`config.mk`:
```
export PLATFORM = sky130hd
export DESIGN_NAME = spectrum_bar_renderer
export DESIGN_NICKNAME = d
export VERILOG_FILES = /design/src/rtl/spectrum_bar_renderer_pkg.sv /design/src/rtl/spectrum_bar_renderer_log2.sv /design/src/rtl/spectrum_bar_renderer.sv
export SDC_FILE = /design/constraint.sdc
export NUM_CORES = 2
export LEC_CHECK = 0
export CELL_PAD_IN_SITES_DETAIL_PLACEMENT = 1
export CELL_PAD_IN_SITES_GLOBAL_PLACEMENT = 2
export CORE_AREA = 2 2 399 361
export DETAILED_ROUTE_END_ITERATION = 16
export DIE_AREA = 0 0 401 363
export PLACE_DENSITY_LB_ADDON = 0.05
export SLEW_MARGIN = 0
export SYNTH_ARGS = -nofsm -noshare
export SYNTH_HDL_FRONTEND = slang
export SYNTH_SLANG_ARGS = --single-unit
```
`constraint.sdc`:
```
create_clock -name i_clk -period 7.32 [get_ports i_clk]
set_input_delay 0.732 -clock i_clk [delete_from_list [all_inputs] [get_ports i_clk]]
set_output_delay 0.732 -clock i_clk [all_outputs]
set_load 0.01 [all_outputs]
```
`src/rtl/spectrum_bar_renderer_pkg.sv`:
```
// Shared types and colour constants for the spectrum bar renderer.
// Pixel colour is a packed R/G/B triple; the update FSM has two states.
package renderer_pkg;

  typedef struct packed {
    logic [7:0] r;
    logic [7:0] g;
    logic [7:0] b;
  } rgb_t;

  localparam rgb_t C_BLACK = '{r: 8'h00, g: 8'h00, b: 8'h00};
  localparam rgb_t C_GREEN = '{r: 8'h00, g: 8'hFF, b: 8'h00};
  localparam rgb_t C_WHITE = '{r: 8'hFF, g: 8'hFF, b: 8'hFF};

  typedef enum logic {
    IDLE   = 1'b0,
    UPDATE = 1'b1
  } state_t;

endpackage

```
`src/rtl/spectrum_bar_renderer_log2.sv`:
```
// Floor-log2 priority encoder, combinational (0 cycles); log2(0) reads as 0.
// No handshake: output follows input within the same cycle.
module log2 #(
  parameter int IN_W  = 15,
  parameter int OUT_W = 4
) (
  input  logic [IN_W-1:0]  val_i,
  output logic [OUT_W-1:0] lg_o
);

  always_comb begin
    lg_o = '0;
    // Highest set bit wins because later iterations overwrite earlier ones.
    for (int i = 0; i < IN_W; i++) begin
      if (val_i[i]) lg_o = OUT_W'(i);
    end
  end

endmodule

```
`src/rtl/spectrum_bar_renderer.sv`:
```
// Log-scaled spectrum bar renderer: FFT capture, per-frame height update, 2-cycle pixel path.
// No backpressure; SPECTRUM_PEAK_HOLD_EN adds per-bar peak-hold marker storage and drawing.
module spectrum_bar_renderer
  import renderer_pkg::*;
#(
  parameter int N_BINS           = 32,
  parameter int DATA_W           = 16,
  parameter int BAR_W            = 16,
  parameter int SCREEN_H         = 480,
  parameter int BAR_STEP         = 16,
  parameter int PEAK_HOLD_FRAMES = 30,
  parameter int DECAY_STEP       = 4
) (
  input  logic                           i_clk,
  input  logic                           i_rst,
  input  logic [N_BINS-1:0][DATA_W-1:0]  i_fft_data,
  input  logic                           i_fft_done,
  input  logic                           i_frame_start,
  input  logic [10:0]                    i_VGA_X,
  input  logic [10:0]                    i_VGA_Y,
  output logic [7:0]                     o_VGA_R,
  output logic [7:0]                     o_VGA_G,
  output logic [7:0]                     o_VGA_B,
  output logic                           o_busy
);

  localparam int BIN_W   = (N_BINS > 1) ? $clog2(N_BINS) : 1;
  localparam int H_W     = $clog2(SCREEN_H + 1);
  localparam int MAG_W   = DATA_W - 1;
  localparam int LG_W    = (MAG_W > 1) ? $clog2(MAG_W) : 1;
  localparam int BARS_PX = N_BINS * BAR_W;

  logic [N_BINS-1:0][DATA_W-1:0] shadow_q;
  logic [N_BINS-1:0][DATA_W-1:0] work_q;
  logic [N_BINS-1:0][H_W-1:0]    height_q;
  logic                          pending_q;
  state_t                        state_q;
  logic [BIN_W-1:0]              bin_idx_q;
  logic                          busy_q;

  logic [DATA_W-1:0] sample;
  logic [MAG_W-1:0]  abs_val;
  logic [LG_W-1:0]   lg;
  logic [31:0]       h_raw;
  logic [H_W-1:0]    height_new;

  always_comb begin
    sample = work_q[bin_idx_q];
    if (!sample[DATA_W-1]) begin
      abs_val = sample[MAG_W-1:0];
    end else if (sample[MAG_W-1:0] == '0) begin
      abs_val = '1;
    end else begin
      abs_val = MAG_W'(~sample + 1'b1);
    end
  end

  log2 #(
    .IN_W  (MAG_W),
    .OUT_W (LG_W)
  ) u_log2 (
    .val_i (abs_val),
    .lg_o  (lg)
  );

  always_comb begin
    h_raw      = (32'(lg) + 32'd1) * 32'(BAR_STEP);
    height_new = (h_raw >= 32'(SCREEN_H)) ? H_W'(SCREEN_H) : h_raw[H_W-1:0];
  end

  // Capture, snapshot and update FSM; capture keeps running while UPDATE walks the bins.
  always_ff @(posedge i_clk) begin
    if (i_rst) begin
      state_q   <= IDLE;
      bin_idx_q <= '0;
      busy_q    <= 1'b0;
      pending_q <= 1'b0;
      shadow_q  <= '0;
      work_q    <= '0;
      height_q  <= '0;
    end else begin
      if (i_fft_done) shadow_q <= i_fft_data;

      if (i_fft_done) begin
        pending_q <= 1'b1;
      end else if (state_q == IDLE && i_frame_start) begin
        pending_q <= 1'b0;
      end

      case (state_q)
        IDLE: begin
          if (i_frame_start) begin
            if (pending_q) work_q <= shadow_q;
            state_q   <= UPDATE;
            bin_idx_q <= '0;
            busy_q    <= 1'b1;
          end
        end
        UPDATE: begin
          height_q[bin_idx_q] <= height_new;
          if (bin_idx_q == BIN_W'(N_BINS - 1)) begin
            state_q <= IDLE;
            busy_q  <= 1'b0;
          end else begin
            bin_idx_q <= bin_idx_q + 1'b1;
          end
        end
        default: state_q <= IDLE;
      endcase
    end
  end

`ifdef SPECTRUM_PEAK_HOLD_EN
  localparam int HOLD_W = $clog2(PEAK_HOLD_FRAMES + 1);

  logic [N_BINS-1:0][H_W-1:0]    peak_q;
  logic [N_BINS-1:0][HOLD_W-1:0] hold_q;
  logic [H_W-1:0]                peak_cur;
  logic [H_W-1:0]                peak_new;
  logic [H_W-1:0]                peak_dec;
  logic [HOLD_W-1:0]             hold_cur;
  logic [HOLD_W-1:0]             hold_new;

  always_comb begin
    peak_cur = peak_q[bin_idx_q];
    hold_cur = hold_q[bin_idx_q];
    peak_new = peak_cur;
    hold_new = hold_cur;
    peak_dec = (peak_cur > H_W'(DECAY_STEP)) ? peak_cur - H_W'(DECAY_STEP) : '0;
    if (height_new >= peak_cur) begin
      peak_new = height_new;
      hold_new = HOLD_W'(PEAK_HOLD_FRAMES);
    end else if (hold_cur != '0) begin
      hold_new = hold_cur - 1'b1;
    end else begin
      peak_new = (peak_dec > height_new) ? peak_dec : height_new;
    end
  end

  always_ff @(posedge i_clk) begin
    if (i_rst) begin
      peak_q <= '0;
      hold_q <= '0;
    end else if (state_q == UPDATE) begin
      peak_q[bin_idx_q] <= peak_new;
      hold_q[bin_idx_q] <= hold_new;
    end
  end
`else
  logic unused_peak_cfg;
  assign unused_peak_cfg = ^{32'(PEAK_HOLD_FRAMES), 32'(DECAY_STEP)};
`endif

  logic [BIN_W-1:0] bar_q;
  logic             in_bars_q;
  logic             gap_q;
  logic             row_vld_q;
  logic [10:0]      row_q;

  always_ff @(posedge i_clk) begin
    if (i_rst) begin
      bar_q     <= '0;
      in_bars_q <= 1'b0;
      gap_q     <= 1'b0;
      row_vld_q <= 1'b0;
      row_q     <= '0;
    end else begin
      bar_q     <= BIN_W'(32'(i_VGA_X) / BAR_W);
      in_bars_q <= (32'(i_VGA_X) < 32'(BARS_PX));
      gap_q     <= ((32'(i_VGA_X) % BAR_W) == 32'(BAR_W - 1));
      row_vld_q <= (32'(i_VGA_Y) < 32'(SCREEN_H));
      row_q     <= 11'(32'(SCREEN_H - 1) - 32'(i_VGA_Y));
    end
  end

  rgb_t           pix_d;
  rgb_t           pix_q;
  logic [H_W-1:0] h_sel;
`ifdef SPECTRUM_PEAK_HOLD_EN
  logic [H_W-1:0] peak_sel;
  assign peak_sel = peak_q[bar_q];
`endif

  always_comb begin
    pix_d = C_BLACK;
    h_sel = height_q[bar_q];
    if (!row_vld_q || !in_bars_q || gap_q) begin
      pix_d = C_BLACK;
`ifdef SPECTRUM_PEAK_HOLD_EN
    end else if (peak_sel != '0 &&
                 ((12'(row_q) + 12'd1 == 12'(peak_sel)) ||
                  (12'(row_q) + 12'd2 == 12'(peak_sel)))) begin
      pix_d = C_WHITE;
`endif
    end else if (12'(row_q) < 12'(h_sel)) begin
      pix_d = C_GREEN;
    end
  end

  always_ff @(posedge i_clk) begin
    if (i_rst) begin
      pix_q <= C_BLACK;
    end else begin
      pix_q <= pix_d;
    end
  end

  assign o_VGA_R = pix_q.r;
  assign o_VGA_G = pix_q.g;
  assign o_VGA_B = pix_q.b;
  assign o_busy  = busy_q;

endmodule

```
==> flow_metrics.tcl <==
set metrics [dict create \
    status "finished, final reports clean" \
    synthAdderAreaFrac_pct 0.356 \
    grt.overflow.total 0 \
    coreArea_sq_um 141000 \
    slew_viol_final 0 \
    synth_seq_cells 1208 \
    cts.clk_slew.worst_paths_ns 0.06 \
    worst_path_most_repeated_cell "or4_1" \
    holdPathEnd "shadow_q[128]" \
    grt_pass1_wl_mm 275 \
    netlist_instances 5489 \
    stdcell_count 7786 \
    cts_made_buffers 135 \
    yosysWarnings 0 \
    synth-xor-area-share_pct 0.142 \
    cts-hold-fix-buffers 0 \
    yosysTopAreaCell "dfxtp_1" \
    synth_compound_area_share_pct 10.2 \
    synth_area_leaders "dfxtp_1 (49%), mux2i_1 (15%), nand2_1 (8.6%), a21oi_1 (5.8%), nor2_1 (5.1%)" \
    ant_nets 0 \
    gp_congestion 0.885 \
    critical_path_class "flop to flop" \
    holdPathStages 2 \
    max_stage_delay_ns 0.80 \
    max-slew-margin-rel_pct 17.7 \
    grt_max_degree 225 \
    worst_slew_pin_slew_ns 1.23 \
    grt_pass1_vias 40100 \
    die-height_microns 363 \
    row_count 131 \
    reg2reg_depth 20 \
    tritoncts "done" \
    dpl.cell_count 7546 \
    crit_chain "or4b_1 -> o22ai_1 -> nor4_1 -> nand2_1 -> inv_1 -> ha_1 -> inv_1 -> or4_1 -> buf_4 -> or4_1 -> o2bb2ai_1 -> o22ai_1 -> or3b_2 -> and2_1 -> ha_1 -> nor2_2 -> buf_4 -> nand2_1 -> nor2_1 -> or4_1" \
    fin_worst_skew_ns 0.0235 \
    syn_avg_cell_area_sq_um 8.98 \
    ys_async_sr_fraction_pct 0 \
    drv_cap 0 \
    min_period_ns 6.61 \
    hold_class "input port to flop" \
    rsz0062_at_grt "false" \
    htree_num_levels 4 \
    yosysUniqueCellTypes 72 \
    cts_buffer_depth 3 \
    final_hold_viol_count 0 \
    route.detailed.drc 0 \
    drive_gt1_share_pct 6.91 \
    peakVddDrop_uv 239 \
    hold_path.startpoint "i_rst" \
    wirelength_mm 189 \
    fin_setup_tns_ns 0 \
    antenna_found_initial 9 \
    num-nets-final 6373 \
    clock_sinks 1208 \
    power_leakage_nw 22.1 \
    root_buffer "clkbuf_16" \
    synth_top_family_by_area "multiplexers" \
    design.die.area_sq_um 146000 \
    grtUsageTotal_pct 25.2 \
    dp.final_hpwl_mm 132 \
    final_area_sq_um 60400 \
    syn2layout_area_growth_pct 22.6 \
    wl_per_cell_microns 24.3 \
    ys.flop_type "dfxtp_1" \
    crit_slowest_cell "dfxtp_1" \
    yosys.area_share.simple_pct 17.8 \
    cts_setup_buffers 0 \
    powerDensity_nw_per_um2 252 \
    synth.top_cell.area_share_pct 49.1 \
    numPortBuffers 542 \
    cp.required_ns 7.94 \
    post-route-util_pct 42.8 \
    fin_crit_sh_pct 90.3 \
    rrSetupSlack_ns 0.71 \
    setup.worst_path.end_class "flop" \
    timing.rr.end "height_q[78]" \
    synth_edf_count 0 \
    placed_cell_area_sq_um 56100 \
    insertion_delay_ns 0.77 \
    setup-violations-final 0 \
    syn-cell-area_sq_um 49300 \
    cp-start-kind "flop" \
    fillers 16100 \
    initialDrtViolationCount 2694 \
    chipWidth_microns 401 \
    synthMuxAreaShare_pct 18.1 \
    p_total_mw 15.2 \
    vias_per_cell 5.23 \
    ios 563 \
    cts_resized 0 \
    arrival_ns 7.24 \
    clock.fmax_mhz 151 \
    initial_core_util_pct 34.9 \
    path_max_fanout 27 \
    drt_first_pass_iters 5 \
    yosysSeqAreaShare_pct 49.1 \
    reg2reg_from "bin_idx_q[0]" \
    vias 40700 \
]
==> per-stage QoR <==
stage / hold slack, ns / setup WS (ns)
global placement: 0.440 / 0.879
CTS: 0.420 / 0.795
global route: 0.467 / 0.304
finish: 0.425 / 0.708
floorplan: 0.410 / 1.75
detailed placement: 0.446 / 0.801
==> sequential cells by signal (all words and copies together), names as in the netlist, 5 cells and up <==
signal	flops
bar_q	5
bin_idx_q	5
height_q	160
row_q	7
shadow_q	512
work_q	512
==> power breakdown <==
| group | internal (mW) | switching, mW |
|---|---|---|
| registers | 6.80 | 0.135 |
| clock network | 3.91 | 2.84 |
| logic | 0.634 | 0.899 |
| total | 11.3 | 3.87 |
==> routing by layer <==
| layer | GRT usage (%) | vias up | routed length (microns) | part of all wire, % |
|---|---|---|---|---|
| met4 | 6.68 | 2 | 4500 | 2.4 |
| li1 | - | 19500 | - | - |
| met2 | 39.2 | 906 | 83700 | 44 |
| met1 | 35.9 | 20100 | 91500 | 48 |
| met5 | 0 | - | 9 | 0.0048 |
| met3 | 4.34 | 194 | 9110 | 4.8 |
==> layout make-up <==
class | count | area (sq um) | area share (%)
multi-input cells | 3817 | 23000 | 38.1
repair buffers | 648 | 6470 | 10.7
diodes | 2 | 5.00 | 0.00828
flip-flops and latches | 1208 | 24200 | 40.0
clock inverters | 23 | 210 | 0.348
clock buffers | 215 | 4140 | 6.85
well taps | 1862 | 2330 | 3.86
inverters | 11 | 41.3 | 0.0683
==> worst max-delay path, delay by kind of cell, from the launching register on <==
family                   cells  cell delay [ns]
AO/OA/AOI/OAI                3             0.65
flip-flops                   1             0.80
buffers and inverters        4             0.74
AND/OR/NAND/NOR             11             3.84
adder cells (fa/ha/maj)      2             0.42
==> cell families (layout without fill, tap and decap cells) <==
logic type | after synthesis | after routing
simple gates | 2075 | 2075
flops | 1208 | 1208
compound gates | 879 | 879
mux | 825 | 825
buf+inv | 479 | 897
fa+ha+maj | 14 | 14
xor+xnor | 8 | 8
other cells | 1 | 18
==> synth_stat cells (all sizes together) (3+ instances only) <==
| cell type | number |
|---|---|
| o211ai | 11 |
| buf | 160 |
| nor2b | 15 |
| mux2 | 16 |
| nand4 | 22 |
| a31oi | 29 |
| nor2 | 664 |
| and3 | 34 |
| nand2 | 1123 |
| xor2 | 5 |
| mux2i | 759 |
| a22oi | 3 |
| nor3 | 8 |
| xnor2 | 3 |
| and2 | 5 |
| nand3 | 56 |
| nand3b | 8 |
| mux4 | 50 |
| ha | 14 |
| nand4b | 5 |
| a211oi | 35 |
| o21a | 5 |
| nor4 | 43 |
| nor4b | 27 |
| o21ai | 35 |
| or2 | 6 |
| dfxtp | 1208 |
| inv | 11 |
| or4 | 32 |
| nand2b | 4 |
| a21oi | 569 |
| o221ai | 4 |
| or4b | 4 |
| clkbuf | 308 |
| a311oi | 43 |
| nand4bb | 13 |
| o22ai | 129 |
==> cell usage in the layout, fill, tap and decap left out, drive strengths merged, types with 22 or more instances in the layout <==
| master | netlist | layout |
|---|---|---|
| a211oi | 35 | 35 |
| a21oi | 569 | 569 |
| a311oi | 43 | 43 |
| a31oi | 29 | 29 |
| and3 | 34 | 34 |
| buf | 160 | 108 |
| clkbuf | 308 | 215 |
| clkdlybuf4s50 | 0 | 540 |
| dfxtp | 1208 | 1208 |
| mux2i | 759 | 759 |
| mux4 | 50 | 50 |
| nand2 | 1123 | 1123 |
| nand3 | 56 | 56 |
| nand4 | 22 | 22 |
| nor2 | 664 | 664 |
| nor4 | 43 | 43 |
| nor4b | 27 | 27 |
| o21ai | 35 | 35 |
| o22ai | 129 | 129 |
| or4 | 32 | 32 |
==> how the worst max path moves through the flow <==
stage                          endpoint  slack, ns         start  cells past startpoint
final                      height_q[78]       0.71  bin_idx_q[0]                     20
after global routing       height_q[51]       0.30  bin_idx_q[0]                     21
after CTS                  height_q[78]       0.79  bin_idx_q[0]                     20
after detailed placement  height_q[132]       0.80  bin_idx_q[0]                     20
after global placement    height_q[258]       0.88  bin_idx_q[0]                     20
after floorplan           height_q[114]       1.75  bin_idx_q[1]                     25
Note: power is estimated with default switching activity, not from simulation.
